### config.mk
export PLATFORM = sky130hd
export DESIGN_NAME = uart_rx_fifo
export DESIGN_NICKNAME = d
export VERILOG_FILES = /design/src/rtl/uart_pkg.sv /design/src/rtl/sync_fifo.sv /design/src/rtl/uart_rx_fifo.sv
export SDC_FILE = /design/constraint.sdc
export NUM_CORES = 1
export LEC_CHECK = 0
export CAP_MARGIN = 10
export CORE_MARGIN = 2
export CORE_UTILIZATION = 64
export DETAILED_ROUTE_END_ITERATION = 16
export PLACE_DENSITY_LB_ADDON = 0.08
export SKIP_LAST_GASP = 1
export SLEW_MARGIN = 40
export SYNTH_ARGS = -nofsm -noshare
export SYNTH_HDL_FRONTEND = slang
export SYNTH_HIERARCHICAL = 1
export SYNTH_SLANG_ARGS = --single-unit
export TNS_END_PERCENT = 20
### constraint.sdc
create_clock -name clk -period 8.1 [get_ports clk]
set_input_delay 1.62 -clock clk [delete_from_list [all_inputs] [get_ports clk]]
set_output_delay 1.62 -clock clk [all_outputs]
set_load 0.005 [all_outputs]
### src/rtl/uart_pkg.sv
// uart_pkg: definitions shared by the UART receive path and the future transmitter.
package uart_pkg;

   // Default bit period in system clocks (10 ns clock, 1560 ns bit).
   localparam int DEF_CLKS_PER_BIT = 156;

   // Frame shape: 8N1 -- one start bit, eight data bits, one stop bit.
   localparam int DATA_BITS  = 8;
   localparam int STOP_BITS  = 1;
   localparam int FRAME_BITS = 1 + DATA_BITS + STOP_BITS;

   // Receiver FSM states.
   typedef enum logic [1:0] {
      ST_IDLE  = 2'd0,
      ST_START = 2'd1,
      ST_DATA  = 2'd2,
      ST_STOP  = 2'd3
   } rx_state_t;

   // Bits needed to hold a down-counter value in 0..n-1 (at least 1).
   function automatic int cnt_width(input int n);
      return (n <= 2) ? 1 : $clog2(n);
   endfunction

endpackage

### src/rtl/sync_fifo.sv
// sync_fifo: single-clock first-word-fall-through FIFO. A push into a full
// FIFO is accepted when a pop happens in the same cycle; a pop while empty
// is ignored. Read data is forced to zero while the FIFO is empty.
module sync_fifo #(
   parameter int WIDTH = 8,
   parameter int DEPTH = 4
) (
   input  logic             clk,
   input  logic             resetb,
   input  logic             i_push,
   input  logic [WIDTH-1:0] i_wdata,
   input  logic             i_pop,
   output logic [WIDTH-1:0] o_rdata,
   output logic             o_full,
   output logic             o_empty
);

   localparam int AW = $clog2(DEPTH);
   localparam logic [AW:0] COUNT_FULL = (AW+1)'(DEPTH);

   logic [WIDTH-1:0] r_mem [DEPTH];
   logic [AW-1:0]    r_wr_ptr;
   logic [AW-1:0]    r_rd_ptr;
   logic [AW:0]      r_count;

   logic             w_pop_ok;
   logic             w_push_ok;
   logic [AW:0]      w_count_nxt;

   assign o_empty   = (r_count == {(AW+1){1'b0}});
   assign o_full    = (r_count == COUNT_FULL);
   assign w_pop_ok  = i_pop & ~o_empty;
   assign w_push_ok = i_push & (~o_full | w_pop_ok);

   // Next occupancy from the accepted push/pop combination.
   always_comb begin
      w_count_nxt = r_count;
      if (w_push_ok && !w_pop_ok) begin
         w_count_nxt = r_count + (AW+1)'(1);
      end else if (w_pop_ok && !w_push_ok) begin
         w_count_nxt = r_count - (AW+1)'(1);
      end else begin
         w_count_nxt = r_count;
      end
   end

   // Head of queue, zero while nothing is stored.
   always_comb begin
      if (o_empty) begin
         o_rdata = {WIDTH{1'b0}};
      end else begin
         o_rdata = r_mem[r_rd_ptr];
      end
   end

   // Pointer, occupancy and storage update; pointers wrap naturally.
   always_ff @(posedge clk or negedge resetb) begin
      if (!resetb) begin
         r_wr_ptr <= {AW{1'b0}};
         r_rd_ptr <= {AW{1'b0}};
         r_count  <= {(AW+1){1'b0}};
         for (int i = 0; i < DEPTH; i++) begin
            r_mem[i] <= {WIDTH{1'b0}};
         end
      end else begin
         r_count <= w_count_nxt;
         if (w_push_ok) begin
            r_mem[r_wr_ptr] <= i_wdata;
            r_wr_ptr        <= r_wr_ptr + AW'(1);
         end
         if (w_pop_ok) begin
            r_rd_ptr <= r_rd_ptr + AW'(1);
         end
      end
   end

endmodule

### src/rtl/uart_rx_fifo.sv
// uart_rx_fifo: 8N1 UART receiver feeding a small byte FIFO, with sticky
// frame-error and overrun flags. The serial line is synchronised by two flops
// and every FSM decision uses only the synchronised value.
module uart_rx_fifo
   import uart_pkg::*;
#(
   parameter int CLKS_PER_BIT = DEF_CLKS_PER_BIT,
   parameter int FIFO_DEPTH   = 4
) (
   input  logic       clk,
   input  logic       resetb,
   input  logic       rxd,
   output logic [7:0] rd_data,
   output logic       rd_valid,
   input  logic       rd_ready,
   output logic       frame_err,
   output logic       overrun,
   input  logic       err_clr,
   output logic       rx_busy
);

   localparam int CNT_W = cnt_width(CLKS_PER_BIT);
   localparam int IDX_W = $clog2(DATA_BITS);
   localparam logic [CNT_W-1:0] CNT_FULL = CNT_W'(CLKS_PER_BIT - 1);
   localparam logic [CNT_W-1:0] CNT_HALF = CNT_W'(CLKS_PER_BIT / 2 - 1);
   localparam logic [IDX_W-1:0] IDX_LAST = IDX_W'(DATA_BITS - 1);

   logic                 r_sync1;
   logic                 r_sync2;
   logic                 r_rxd_prev;
   rx_state_t            r_state;
   logic [CNT_W-1:0]     r_cnt;
   logic [IDX_W-1:0]     r_bit_idx;
   logic [DATA_BITS-1:0] r_shift;
   logic                 r_frame_err;
   logic                 r_overrun;

   logic                 w_rxd;
   logic                 w_tick;
   rx_state_t            w_state_nxt;
   logic [CNT_W-1:0]     w_cnt_nxt;
   logic [IDX_W-1:0]     w_idx_nxt;
   logic [DATA_BITS-1:0] w_shift_nxt;
   logic                 w_push;
   logic                 w_frame_set;
   logic                 w_ovr_set;
   logic                 w_pop;
   logic                 w_full;
   logic                 w_empty;

   assign w_rxd  = r_sync2;
   assign w_tick = (r_cnt == {CNT_W{1'b0}});
   assign w_pop  = rd_valid & rd_ready;

   // Two-flop synchroniser plus previous-value flop for falling-edge detect.
   always_ff @(posedge clk or negedge resetb) begin
      if (!resetb) begin
         r_sync1    <= 1'b1;
         r_sync2    <= 1'b1;
         r_rxd_prev <= 1'b1;
      end else begin
         r_sync1    <= rxd;
         r_sync2    <= r_sync1;
         r_rxd_prev <= r_sync2;
      end
   end

   // FSM next state, bit timer, data shift and push/error decisions.
   always_comb begin
      w_state_nxt = r_state;
      w_cnt_nxt   = r_cnt;
      w_idx_nxt   = r_bit_idx;
      w_shift_nxt = r_shift;
      w_push      = 1'b0;
      w_frame_set = 1'b0;
      w_ovr_set   = 1'b0;
      case (r_state)
         ST_IDLE: begin
            // Only a high-to-low transition starts a frame, so a held-low
            // line cannot retrigger after its single framing error.
            if (r_rxd_prev && !w_rxd) begin
               w_state_nxt = ST_START;
               w_cnt_nxt   = CNT_HALF;
            end else begin
               w_cnt_nxt   = {CNT_W{1'b0}};
            end
         end
         ST_START: begin
            if (!w_tick) begin
               w_cnt_nxt = r_cnt - CNT_W'(1);
            end else if (w_rxd) begin
               w_state_nxt = ST_IDLE;
               w_cnt_nxt   = {CNT_W{1'b0}};
            end else begin
               w_state_nxt = ST_DATA;
               w_cnt_nxt   = CNT_FULL;
               w_idx_nxt   = {IDX_W{1'b0}};
            end
         end
         ST_DATA: begin
            if (!w_tick) begin
               w_cnt_nxt = r_cnt - CNT_W'(1);
            end else begin
               w_shift_nxt[r_bit_idx] = w_rxd;
               w_cnt_nxt              = CNT_FULL;
               if (r_bit_idx == IDX_LAST) begin
                  w_state_nxt = ST_STOP;
               end else begin
                  w_idx_nxt = r_bit_idx + IDX_W'(1);
               end
            end
         end
         ST_STOP: begin
            if (!w_tick) begin
               w_cnt_nxt = r_cnt - CNT_W'(1);
            end else begin
               w_state_nxt = ST_IDLE;
               w_cnt_nxt   = {CNT_W{1'b0}};
               // A same-cycle pop frees a slot, so a full FIFO still accepts.
               if (!w_rxd) begin
                  w_frame_set = 1'b1;
               end else if (!w_full || w_pop) begin
                  w_push = 1'b1;
               end else begin
                  w_ovr_set = 1'b1;
               end
            end
         end
         default: begin
            w_state_nxt = ST_IDLE;
            w_cnt_nxt   = {CNT_W{1'b0}};
         end
      endcase
   end

   // FSM state, timer, bit index and shift register.
   always_ff @(posedge clk or negedge resetb) begin
      if (!resetb) begin
         r_state   <= ST_IDLE;
         r_cnt     <= {CNT_W{1'b0}};
         r_bit_idx <= {IDX_W{1'b0}};
         r_shift   <= {DATA_BITS{1'b0}};
      end else begin
         r_state   <= w_state_nxt;
         r_cnt     <= w_cnt_nxt;
         r_bit_idx <= w_idx_nxt;
         r_shift   <= w_shift_nxt;
      end
   end

   // Sticky error flags; a new error in the clear cycle keeps the flag set.
   always_ff @(posedge clk or negedge resetb) begin
      if (!resetb) begin
         r_frame_err <= 1'b0;
         r_overrun   <= 1'b0;
      end else begin
         if (w_frame_set) begin
            r_frame_err <= 1'b1;
         end else if (err_clr) begin
            r_frame_err <= 1'b0;
         end
         if (w_ovr_set) begin
            r_overrun <= 1'b1;
         end else if (err_clr) begin
            r_overrun <= 1'b0;
         end
      end
   end

   sync_fifo #(
      .WIDTH (DATA_BITS),
      .DEPTH (FIFO_DEPTH)
   ) u_fifo (
      .clk     (clk),
      .resetb  (resetb),
      .i_push  (w_push),
      .i_wdata (w_shift_nxt),
      .i_pop   (w_pop),
      .o_rdata (rd_data),
      .o_full  (w_full),
      .o_empty (w_empty)
   );

   assign rd_valid  = ~w_empty;
   assign frame_err = r_frame_err;
   assign overrun   = r_overrun;
   assign rx_busy   = (r_state != ST_IDLE);

endmodule

==> summary.txt, run 1 <==
Run status - completed
Leak - 1.62 nW
Setup Fix Bufs, Post-CTS - 0
Slew Limit Fails - 0
CTS buffer count - 9
Num ports - 17
Mapped Cells - 246
Max Fclk - 256 MHz
Mapped Nets - 261
ANT nets after route - 0
Wire per inst - 16.0 um
Top fanout value on the critical path - 10
Die Height - 74.1 um
Final Cycle Share - 48.2%
Worst-Skew Late Latency - 0.33 ns
CP Capture Type - output pin
# hold bufs at CTS - 0
Comb power frac - 23.8%
IO Port Bufs - 16
P_sw - 0.319 mW
1st-pass router iterations - 4
Die area - 5490 sq um
Clk sinks - 65
Layout cells sized above 1 - 29.2%
Clk buf depth - 2
Vias - 1932
Vias in the first global route - 1958
Routed WL - 5.41 mm
Area Growth Syn to Fin - 13.2%
Internal Power - 0.637 mW
Cell area after synthesis - 3140 sq um
Maxcap violations - 0
Critical Path AT - 2.28 ns
Fillcell total - 318
DP Wirelength - 3.54 mm
Core footprint - 4720 sq um
#FFs+latches synth - 65
Row count - 25
PostCTS Resize Cnt - 0
Library cells used by synthesis - 42
First-pass GRT wire length - 9.15 mm
Initial Utilization - 66.5%
Worst-margin pin slew - 0.656 ns
Synth Area in Compound Gates - 4.18%
Post-Synth Adder-Cell Area - 4.22%
Antenna fix cells - 0
Synthesis Warnings - 6
CTS clk-pin slew, worst paths - 0.07 ns
Gr usage total - 22.8%
Net Sw Frac - 33.4%
VDD IR max - 0.000175 V
Routability cong. - 0.733
Largest family of logic cells by synthesized area - multiplexers
Sequential power share - 48.1%
Worst EP required - 6.48 ns
Seq/Total Area, Yosys - 51.9%
Largest net degree at the start of global routing - 66
Most common cell after layout, fill and taps aside - dfrtp_1
HP Class - reg2reg
Relative slew slack - 56.3%
GRT met3 Usage - 4.47%
Xor-xnor portion of the synthesized cell area - 2.79%
Clk_skew - 0.00976 ns
Drt drc - 0
Commonest non-fill, non-tap cells in the layout - dfrtp_1 (62), mux2_2 (42), nand2_1 (17)
RSZ-0062 raised after global routing - false
Initial DRC count - 139
Worst R2R Setup Slack - 4.60 ns
Worst setup path category - reg2out
Nets - 281
Initial antenna violation count - 0
Final hold viol count - 0
Clk pwr share - 28.1%
Avg Inst Size Synth - 12.8 sq um
Met2 Use GR - 37.5%
Post-route setup TNS - 0 ns
Vias per cell - 5.72
CTS H-tree lvls - 3
Total power - 0.957 mW
Die extent in x - 74.1 um
Met1 Resource Use GR - 29.8%
Root Driver - clkbuf_8
TritonCTS clock tree - yes
Remaining global-route overflow - 0
GR peak layer - met2
Post-synthesis simple-gate area fraction - 13.5%
Fin crit period - 3.90 ns
Final setup viols - 0
Startpoint types - flip-flop
Cell Pwr Density - 269 nW/um^2
Mux share of post-synthesis cell area - 21.1%
## area by class of cell
class	instances	area, sq um	area share [%]
Sequential cell	65	1630	45.8
Multi-Input combinational cell	162	1440	40.5
Timing Repair Buffer	17	166	4.68
Clock buffer	11	141	3.97
Tap cell	67	83.8	2.36
Clock inverter	5	55.1	1.55
Inverter	11	41.3	1.16
## per-layer routing
metal  vias up  wire length [um]
met1       983              2560
met4         0                42
met5         -                 0
met3         5               136
li1        915                 -
met2        29              2670
## path summary, 6_finish.rpt
kind,depth (start not counted),startpoint,to
worst min-delay path,0,r_sync1,r_sync2
worst max register to register,13,r_cnt[0],u_fifo/r_count[2]
worst max-delay path,3,u_fifo/r_rd_ptr[0],rd_data[0]
worst min register to register,0,r_sync1,r_sync2
min in group asynchronous,2,resetb,r_cnt[5]
max in group asynchronous,2,resetb,r_cnt[0]
## power by group through the flow
stage	Clock, mW	Combinational [mW]	Sequential (mW)
2_1_floorplan	0	0.213	0.415
3_3_place_gp	0	0.221	0.465
3_5_place_dp	0	0.229	0.467
4_1_cts	0.276	0.231	0.462
5_1_grt	0.288	0.257	0.472
6_report	0.269	0.228	0.460
## critical path, stage by stage (launching register included)
cell and delay (ns):
dfrtp_1 0.76, mux4_2 0.58, and2_1 0.18, clkdlybuf4s50_1 0.44
## cells by family (layout without fill, tap and decap cells)
group | after synthesis | in the layout
mux | 51 | 51
xor+xnor | 10 | 10
flops | 65 | 65
simple gates | 71 | 71
compound gates | 20 | 20
fa+ha+maj | 10 | 10
buf+inv | 19 | 44
## stage by stage
| stage | worst slack (ns) | cell area, sq um | cells | utilization [%] | hold slack (ns) |
|---|---|---|---|---|---|
| after global routing | 4.08 | 3560 | 338 | 75.3 | 0.360 |
| after detailed placement | 4.12 | 3360 | 322 | 71.1 | 0.347 |
| final | 4.20 | 3560 | 338 | 75.3 | 0.352 |
| after CTS | 4.14 | 3550 | 338 | 75.2 | 0.354 |
| after global placement | 4.20 | 3360 | 322 | 71.1 | 0.346 |
| after floorplan | 4.75 | 3140 | 246 | - | 0.345 |
## Yosys cell counts
master | instances | area share, %
dfrtp_1 | 62 | 49
mux2_2 | 42 | 15
nand2_1 | 17 | 2.0
inv_1 | 11 | 1.3
nor2_1 | 11 | 1.3
and2_1 | 9 | 1.8
ha_1 | 9 | 3.6
mux4_2 | 8 | 5.7
o21ai_0 | 7 | 1.1
clkbuf_1 | 6 | 0.72
xnor2_1 | 6 | 1.7
nor3b_1 | 5 | 1.2
nand3_1 | 4 | 0.64
nor2_2 | 4 | 0.80
xor2_1 | 4 | 1.1
a21oi_1 | 3 | 0.48
dfstp_2 | 3 | 2.5
a32o_1 | 2 | 0.64
a32oi_1 | 2 | 0.56
buf_2 | 2 | 0.32
nand2b_1 | 2 | 0.40
nand3b_1 | 2 | 0.48
nand4b_1 | 2 | 0.56
nor2b_1 | 2 | 0.40
o22ai_1 | 2 | 0.40
or3_1 | 2 | 0.40
or4_1 | 2 | 0.48
a21boi_0 | 1 | 0.24
a311oi_1 | 1 | 0.28
fa_1 | 1 | 0.64
mux2_1 | 1 | 0.36
nand2_2 | 1 | 0.20
nand3_2 | 1 | 0.32
nand4_1 | 1 | 0.20
nor3_1 | 1 | 0.16
nor4_1 | 1 | 0.20
nor4_4 | 1 | 0.68
nor4b_1 | 1 | 0.28
nor4b_4 | 1 | 0.76
o211ai_1 | 1 | 0.24
o31ai_1 | 1 | 0.24
or2_2 | 1 | 0.20
## registers in the layout (all words and copies together) (netlist names), 2 cells and up, named ones only
name / count
r_shift: 8
r_bit_idx: 3
u_fifo/r_wr_ptr: 2
u_fifo/r_count: 3
r_cnt: 8
u_fifo/r_rd_ptr: 2
u_fifo/r_mem: 32
No activity file was read; power rests on OpenSTA's default activity.
==> inputs of run 2 (changes only) <==
--- a/config.mk
+++ b/config.mk
@@ -7,7 +7,7 @@
 export LEC_CHECK = 0
 export CAP_MARGIN = 10
 export CORE_MARGIN = 2
-export CORE_UTILIZATION = 64
+export CORE_UTILIZATION = 53
 export DETAILED_ROUTE_END_ITERATION = 16
 export PLACE_DENSITY_LB_ADDON = 0.08
 export SKIP_LAST_GASP = 1
==> constraint.sdc (replaced) <==
create_clock -name clk -period 3.4 [get_ports clk]
set_input_delay 0.68 -clock clk [delete_from_list [all_inputs] [get_ports clk]]
set_output_delay 0.68 -clock clk [all_outputs]
set_load 0.005 [all_outputs]
==> run 2 against run 1 <==
Effect of this change:
- critical path type is now reg2reg
- sequential share of layout area is 0.46 points lower
- critical path depth grew 10
- die area rose by 20%
- combinational power grew to 2.6 times the previous value
- non-clock buffer count grew 5
- final cell count rose by 3.6%
- power grew 140%
- routed wire length rose by 5.0%
- utilization down 14 points
- global-route usage shrank 2.5 points
==> summary.txt, run 2 (synthesis results as in run 1) <==
Fillcell total - 466 (+47%)
Worst setup path category - reg2reg
Placed inst area - 3400 sq um (+1.4%)
Clk sinks - 65 (unchanged)
Worst-Skew Late Latency - 0.34 ns (about the same)
CTS clk-pin slew, worst paths - 0.07 ns (about the same)
ANT nets after route - 0 (unchanged)
Met3 wire len - 224 um (+65%)
Multi-input gate area - 1440 sq um (unchanged)
Reg2reg start - r_cnt[0]
Max Fclk - 339 MHz
Worst reg2reg path depth - 13 (unchanged)
Biggest regs - u_fifo/r_mem x32, r_cnt x8, r_shift x8
Remaining global-route overflow - 0 (unchanged)
Nets - 286 (+1.8%)
Post-route cell area - 3590 sq um (+1.0%)
Met2 WL - 2.67 mm (+0.19%)
Maxcap violations - 0 (unchanged)
Layout cells sized above 1 - 30.2% (+1.0 points)
Gr usage total - 20.3% (-2.5 points)
Die extent in x - 81.0 um (+9.3%)
Vias - 1945 (+0.67%)
Final hold slack - 0.356 ns (+0.00364 ns)
Hold EP - r_sync2
TritonCTS clock tree - yes
PostCTS Resize Cnt - 0 (unchanged)
1st-pass router iterations - 4 (unchanged)
Routability cong. - 0.829 (+13%)
VDD IR max - 0.000465 V (+170%)
Worst R2R Setup Slack - 0.45 ns (-4.15 ns)
Worst r2r dst - u_fifo/r_count[2]
Routed WL - 5.68 mm (+5.0%)
Hold Path Origin - r_sync1
Largest net degree at the start of global routing - 66 (unchanged)
Antenna fix cells - 0 (unchanged)
Reg with most FFs - u_fifo/r_mem
Relative slew slack - 59.5% (+3.2 points)
Storage element area - 1630 sq um (unchanged)
DP Wirelength - 3.83 mm (+7.9%)
# hold bufs at CTS - 0 (unchanged)
CTS buffer count - 9 (unchanged)
Worst-margin pin slew - 0.607 ns (-0.0485 ns)
Setup Fix Bufs, Post-CTS - 0 (unchanged)
Clk buf depth - 2 (unchanged)
HP Class - reg2reg
CP max-delay cell - dfrtp_1
Leak - 1.64 nW (+0.90%)
Vias per cell - 5.56 (-2.8%)
Area Growth Syn to Fin - 14.3%
CP Capture Type - flip-flop
Initial antenna violation count - 0 (unchanged)
Final hold viol count - 0 (unchanged)
Metal-1 WL - 2.67 mm (+4.1%)
Drt drc - 0 (unchanged)
Die Height - 81.0 um (+9.3%)
Most common cell after layout, fill and taps aside - dfrtp_1
Startpoint types - flip-flop
Worst path cell trace - inv_1, ha_1, nor3b_1, and2_1, nand3_1, nor2_1, nor2b_1, ha_1, inv_1, fa_1, xor2_1, nor2_1, xor2_1
Uppermost layer routed - met4
RSZ-0062 raised after global routing - false
First-pass GRT wire length - 9.83 mm (+7.5%)
Final Cycle Share - 86.8%
CTS H-tree lvls - 3 (unchanged)
Final setup viols - 0 (unchanged)
IO Port Bufs - 16 (unchanged)
Slew Limit Fails - 0 (unchanged)
WHS Path Cells - 0 (unchanged)
Core footprint - 5820 sq um (+23%)
Run status - completed
Clk_skew - 0.00840 ns (-0.00137 ns)
Initial DRC count - 79 (-43%)
Worst EP required - 3.66 ns (-2.82 ns)
Initial Utilization - 54.0% (-12 points)
Max FFs per register - 32 (unchanged)
Top fanout value on the critical path - 5 (-5)
Fin crit period - 2.95 ns
Row count - 28 (+12%)
Wire per inst - 16.2 um (+1.4%)
Finished Core Util - 61.8% (-14 points)
Critical Path Max Stage Delay - 0.40 ns (-0.36 ns)
Commonest non-fill, non-tap cells in the layout - dfrtp_1 (62), mux2_2 (42), nand2_1 (17)
Num ports - 17 (unchanged)
Root Driver - clkbuf_8
Post-route setup TNS - 0 ns (unchanged)
Critical Path AT - 3.21 ns (+0.93 ns)
Vias in the first global route - 2042 (+4.3%)
Cell Pwr Density - 639 nW/um^2 (+140%)
Die area - 6560 sq um (+20%)
[run 2: changes by cell type in the layout (fill, tap and decap cells not counted)]
cell,before,now
buf_4,0,5
clkbuf_8,10,9
clkinvlp_4,2,3
clkinv_2,2,1
[run 2: report_power, final]
part	total, mW	switching (mW)	internal (mW)
registers	1.10	0.214	0.884
logic	0.582	0.277	0.304
clock network	0.616	0.283	0.333
total	2.30	0.774	1.52
[run 2: how the worst max path moves through the flow]
| stage | start | end | slack (ns) | cells past startpoint |
|---|---|---|---|---|
| final | r_cnt[0] | u_fifo/r_count[2] | 0.45 | 13 |
| after global routing | r_cnt[0] | u_fifo/r_count[2] | 0.08 | 13 |
| after CTS | u_fifo/r_rd_ptr[0] | rd_data[5] | 0.39 | 3 |
| after detailed placement | rd_ready | u_fifo/r_count[2] | 0.32 | 12 |
| after global placement | rd_ready | u_fifo/r_count[2] | 0.42 | 12 |
| after floorplan | r_cnt[0] | u_fifo/r_count[2] | 0.31 | 14 |
[run 2: metal layers]
metal | vias up | GRT usage (%)
met1 | 980 | 26.8
met3 | 12 | 7.22
met2 | 38 | 31.1
li1 | 915 | -
met4 | 0 | 7.12
met5 | - | 0
[run 2: worst max-delay path: cells and delay by family (launching register included)]
family	cells	cell delay, ns
AND/OR/NAND/NOR	6	1.23
flip-flops	1	0.40
adder cells (fa/ha/maj)	3	0.77
XOR/XNOR	2	0.31
buffers and inverters	2	0.18
[run 2: final cells by class]
type,count,share of cell area (%)
Clock inverter,5,1.60
Tap cell,75,2.61
Sequential cell,65,45.4
Clock buffer,10,3.55
Timing Repair Buffer,22,5.68
Inverter,11,1.15
Multi-Input combinational cell,162,40.0
[run 2: per-stage QoR]
stage	setup WS (ns)	cells	power [mW]
floorplan	0.308	246	1.50
global placement	0.419	335	1.68
detailed placement	0.323	335	1.70
CTS	0.388	350	2.33
global route	0.0800	350	2.46
finish	0.447	350	2.30
